File: config.mk
export PLATFORM = sky130hd
export DESIGN_NAME = writeback_stage
export DESIGN_NICKNAME = d
export VERILOG_FILES = /design/src/rtl/writeback_stage.sv
export SDC_FILE = /design/constraint.sdc
export NUM_CORES = 1
export LEC_CHECK = 0
export CAP_MARGIN = 20
export CORE_ASPECT_RATIO = 1.25
export CORE_UTILIZATION = 44
export DETAILED_ROUTE_END_ITERATION = 12
export PLACE_DENSITY = 0.86
export REMOVE_ABC_BUFFERS = 1
export SYNTH_ARGS = -nofsm -noshare
export SYNTH_HDL_FRONTEND = slang
export SYNTH_SLANG_ARGS = --single-unit
File: constraint.sdc
create_clock -name clk -period 2 [get_ports clk]
set_input_delay 0.4 -clock clk [delete_from_list [all_inputs] [get_ports clk]]
set_output_delay 0.4 -clock clk [all_outputs]
set_load 0.005 [all_outputs]
File: src/rtl/writeback_stage.sv
// rtl/writeback_stage.sv - WB stage: MEM/WB register, load align/extend, 2-deep forwarding history.
// Optional retire counter is built only when WB_RETIRE_COUNT_EN is defined.
module writeback_stage #(
    parameter int DATA_W     = 32,
    parameter int ADDR_W     = 5,
    parameter int HIST_DEPTH = 2
) (
    input  logic              clk,
    input  logic              rst_n,
    input  logic              in_valid,
    output logic              in_ready,
    input  logic              in_reg_write,
    input  logic              in_mem_to_reg,
    input  logic [ADDR_W-1:0] in_dest,
    input  logic [DATA_W-1:0] in_alu_result,
    input  logic [DATA_W-1:0] in_mem_data,
    input  logic [2:0]        in_load_type,
    input  logic [1:0]        in_byte_off,
    input  logic              stall,
    input  logic              flush,
    output logic [DATA_W-1:0] write_result,
    output logic [ADDR_W-1:0] write_addr,
    output logic              register_write,
    input  logic [ADDR_W-1:0] query_addr,
    output logic              fwd_hit,
    output logic [DATA_W-1:0] fwd_data,
    output logic [31:0]       retire_count
);

    localparam logic [2:0] LT_LB  = 3'd1;
    localparam logic [2:0] LT_LBU = 3'd2;
    localparam logic [2:0] LT_LH  = 3'd3;
    localparam logic [2:0] LT_LHU = 3'd4;

    logic              capture;
    logic              wr_en;
    logic [7:0]        byte_sel;
    logic [15:0]       half_sel;
    logic [DATA_W-1:0] load_val;
    logic [DATA_W-1:0] wdata;

    logic              reg_write_q, reg_write_d;
    logic [ADDR_W-1:0] write_addr_q, write_addr_d;
    logic [DATA_W-1:0] write_result_q, write_result_d;

    logic              hist_valid_q [HIST_DEPTH];
    logic [ADDR_W-1:0] hist_addr_q  [HIST_DEPTH];
    logic [DATA_W-1:0] hist_data_q  [HIST_DEPTH];

    assign in_ready = !stall;
    assign capture  = in_valid && !stall && !flush;
    assign wr_en    = in_reg_write && (in_dest != '0);

    always_comb begin
        byte_sel = in_mem_data[7:0];
        case (in_byte_off)
            2'd1:    byte_sel = in_mem_data[15:8];
            2'd2:    byte_sel = in_mem_data[23:16];
            2'd3:    byte_sel = in_mem_data[31:24];
            default: byte_sel = in_mem_data[7:0];
        endcase
        half_sel = in_byte_off[1] ? in_mem_data[31:16] : in_mem_data[15:0];

        case (in_load_type)
            LT_LB:   load_val = {{(DATA_W-8){byte_sel[7]}}, byte_sel};
            LT_LBU:  load_val = {{(DATA_W-8){1'b0}}, byte_sel};
            LT_LH:   load_val = {{(DATA_W-16){half_sel[15]}}, half_sel};
            LT_LHU:  load_val = {{(DATA_W-16){1'b0}}, half_sel};
            default: load_val = in_mem_data;
        endcase
        wdata = in_mem_to_reg ? load_val : in_alu_result;
    end

    // Address/data hold their last values when nothing is captured.
    always_comb begin
        reg_write_d    = capture && wr_en;
        write_addr_d   = capture ? in_dest : write_addr_q;
        write_result_d = capture ? wdata : write_result_q;
    end

    always_ff @(posedge clk or negedge rst_n) begin
        if (!rst_n) begin
            reg_write_q    <= 1'b0;
            write_addr_q   <= '0;
            write_result_q <= '0;
        end else begin
            reg_write_q    <= reg_write_d;
            write_addr_q   <= write_addr_d;
            write_result_q <= write_result_d;
        end
    end

    assign register_write = reg_write_q;
    assign write_addr     = write_addr_q;
    assign write_result   = write_result_q;

    // History loads at the capture edge, so entry0 is live while register_write is high.
    always_ff @(posedge clk or negedge rst_n) begin
        if (!rst_n) begin
            for (int i = 0; i < HIST_DEPTH; i++) begin
                hist_valid_q[i] <= 1'b0;
                hist_addr_q[i]  <= '0;
                hist_data_q[i]  <= '0;
            end
        end else if (capture && wr_en) begin
            for (int i = HIST_DEPTH - 1; i > 0; i--) begin
                hist_valid_q[i] <= hist_valid_q[i-1];
                hist_addr_q[i]  <= hist_addr_q[i-1];
                hist_data_q[i]  <= hist_data_q[i-1];
            end
            hist_valid_q[0] <= 1'b1;
            hist_addr_q[0]  <= in_dest;
            hist_data_q[0]  <= wdata;
        end
    end

    always_comb begin
        fwd_hit  = 1'b0;
        fwd_data = '0;
        for (int i = HIST_DEPTH - 1; i >= 0; i--) begin
            if (query_addr != '0 && hist_valid_q[i] && hist_addr_q[i] == query_addr) begin
                fwd_hit  = 1'b1;
                fwd_data = hist_data_q[i];
            end
        end
    end

`ifdef WB_RETIRE_COUNT_EN
    logic [31:0] retire_q, retire_d;

    assign retire_d = capture ? retire_q + 32'd1 : retire_q;

    always_ff @(posedge clk or negedge rst_n) begin
        if (!rst_n) begin
            retire_q <= '0;
        end else begin
            retire_q <= retire_d;
        end
    end

    assign retire_count = retire_q;
`else
    assign retire_count = '0;
`endif

endmodule

==> flow_summary.toml <==
[power_and_ir_drop]
peakVddDrop_mv = 0.8150
p_total_w = 0.008591
leakage_nw = 4.670
power.density_nw_per_um2 = 869.6

[clocking]
htree_levels = 4
cts.sinks = 114
root_buffer = "clkbuf_16"
clockBufferDepth = 2
hold_buffers = 0
cts_tree = "yes"
insertion_delay_ps = 410
numCtsBuffers = 17
path_clk_slew_ps = 60

[worst_setup_path]
cp.arrival_ps = 2440
rr_startpoint = "hist_addr_q[7]"
reg2reg_slack_ps = 1150
cp-startpoint = "hist_addr_q[4]"
path_max_fanout = 5
r2r-end = "hist_addr_q[7]"
end_kind = "output port"
critPathKind = "flop to output port"
endpoint = "fwd_data[30]"
start_kind = "flop"
worst-r2r-cell-count = 2
crit_required_ps = 1600

[die]
placementRows = 49
ios = 190
die_y_um = 137.9
fp.coreArea_um2 = 14410
die_area_um2 = 15270
initial_core_util_pct = 45.13
die_w_um = 110.7

[grt]
grt_usage_pct = 29.33
grt_pass1_wl_um = 34160
antenna_found_initial = 1
grt_max_degree = 115
grt_pass1_vias = 6434
grt_overflow = 0

[logic_synthesis]
synthTopCellsByArea = "dfrtp_1 (44%), nand2_1 (11%), mux2_2 (4.3%), a22o_1 (4.3%), buf_4 (3.8%)"
synth_commonest_cells = "nand2_1 (198), dfrtp_1 (114), nor2_1 (41), a21oi_1 (40), buf_4 (33)"
ys_seq_elements = 114
synth.top_cell.area_share_pct = 43.87
yosysSeqAreaShare_pct = 43.87
async_flop_share_pct = 100.0
syn_avg_cell_area_um2 = 8.957
synth_most_common_cell = "nand2_1"
syn-instance-count = 726
synth_top_area_cell = "dfrtp_1"
syn-cell-area_um2 = 6502
synth_edf_count = 0
yosys.cell_types.count = 50
ys_warn_count = 0
ys.flop_type = "dfrtp_1"

[place]
hpwl_um = 14790
globalplace.congestion = 0.9755
port_buffers = 157
pre_cts_slack_ps = -1177
place_area_um2 = 8924

[drt]
drt-total-wl_um = 22270
wire_per_inst_um = 18.92
ant_nets = 0
drc = 0
num_vias = 6496
drt_iter0_drc = 504
avgViaCountPerCell = 5.519
firstDrtPassIters = 5

[timing]
whs_ps = 31.01
slew_headroom_pct = 56.74
max_slew.worst_pin.slew_ps = 648.8
period_share_pct = 141.8
timing.final.ws_setup_ps = -835.1
finalCriticalPeriod_ps = 2835
fin_skew_ps = 4.801
rsz0062_at_grt = "true"
hold_viol_final = 0
fmax_mhz = 352.7
drv_slew = 0
setup-violations-final = 33

[outcome]
status = "finished with violations"
violations = "setup timing"

[cells_and_area]
fin_area_um2 = 9879
layout.nets = 1071
area_delta_synth_final_pct = 51.93
drive_above_1_share_pct = 27.86
post-route-util_pct = 68.57

[min_path]
hold_class = "input port to async pin"

[job]
max_cap_violations = 0
[worst min-delay path by stage]
stage | slack (ps) | to | startpoint
finish | 30 | write_result[23] | rst_n
global route | 130 | write_result[23] | rst_n
global placement | 460 | hist_data_q[24] | hist_data_q[24]
detailed placement | 460 | hist_data_q[29] | hist_data_q[29]
floorplan | 100 | hist_addr_q[0] | rst_n
CTS | 100 | write_result[23] | rst_n
[layer usage]
layer  part of all wire (%)  track usage, %  up-vias
met3                    5.1           5.463       69
met4                    5.0           17.85        0
met5                      0               0        -
met1                     40           34.74     3121
li1                       -               -     3032
met2                     50           49.93      274
[cells in the final DEF (no fill, tap or decap), drive strengths merged, types with 8 or more instances in the layout]
master and instances:
clkbuf 23, a22o 32, conb 32, buf 166, dfrtp 114, and3 9, a21oi 50, mux2 25
o22ai 8, o21ai 28, clkdlybuf4s50 114, inv 12, a32oi 10, o31ai 32, a211oi 8, nor2 42
nand2 198, o221ai 9
[registers in the layout (all words and copies together), names as in the netlist]
signal          cells
register_write      1
hist_data_q        64
write_addr          5
hist_addr_q        10
write_result       32
hist_valid_q        2
[layout make-up]
| class | instances | area [µm²] |
|---|---|---|
| clock buffers | 22 | 484.2 |
| repair buffers | 293 | 2743 |
| multi-input cells | 547 | 3352 |
| well taps | 178 | 222.7 |
| diodes | 1 | 2.502 |
| clock inverters | 10 | 177.7 |
| inverters | 12 | 45.04 |
| fillers | 1103 | 4528 |
| flip-flops and latches | 114 | 2853 |
[repair_timing]
action                     CTS  global route
setup buffers               18             1
setup endpoints to repair   91            77
gates resized for setup    167            13
gates cloned                 6             0
pin swaps                   33            21
[power breakdown]
part,switching (W),leakage (nW),internal [W]
logic,0.000937,2.93,0.00110
registers,0.000349,1.42,0.00281
clock network,0.00106,0.326,0.00233
total,0.00235,4.67,0.00624
[metrics by stage]
| stage | instances | TNS, ps |
|---|---|---|
| 3_3_place_gp | 1124 | -83710 |
| 4_1_cts | 1179 | -27720 |
| 6_report | 1177 | -24120 |
| 3_5_place_dp | 1124 | -86080 |
| 2_1_floorplan | 673 | -321580 |
| 5_1_grt | 1177 | -27190 |
[cell families (layout without fill, tap and decap cells)]
| group | after synthesis | count (layout) | share of synthesized area [%] |
|---|---|---|---|
| AND/OR/NAND/NOR | 276 | 276 | 17.70 |
| other | 1 | 33 | 0.05767 |
| buffers and inverters | 96 | 337 | 8.447 |
| AO/OA/AOI/OAI | 195 | 195 | 22.69 |
| multiplexers | 33 | 33 | 5.753 |
| XOR/XNOR | 11 | 11 | 1.482 |
| flip-flops | 114 | 114 | 43.87 |
[critical path, stage by stage (launching register included)]
cell and delay [ps]:
dfrtp_1 420, xnor2_2 170, nand4_1 100, or4_4 570, nor2_4 130, buf_6 140
buf_12 120, buf_8 110, a22o_1 130, buf_2 110
Power figures use the tool's default switching activity.
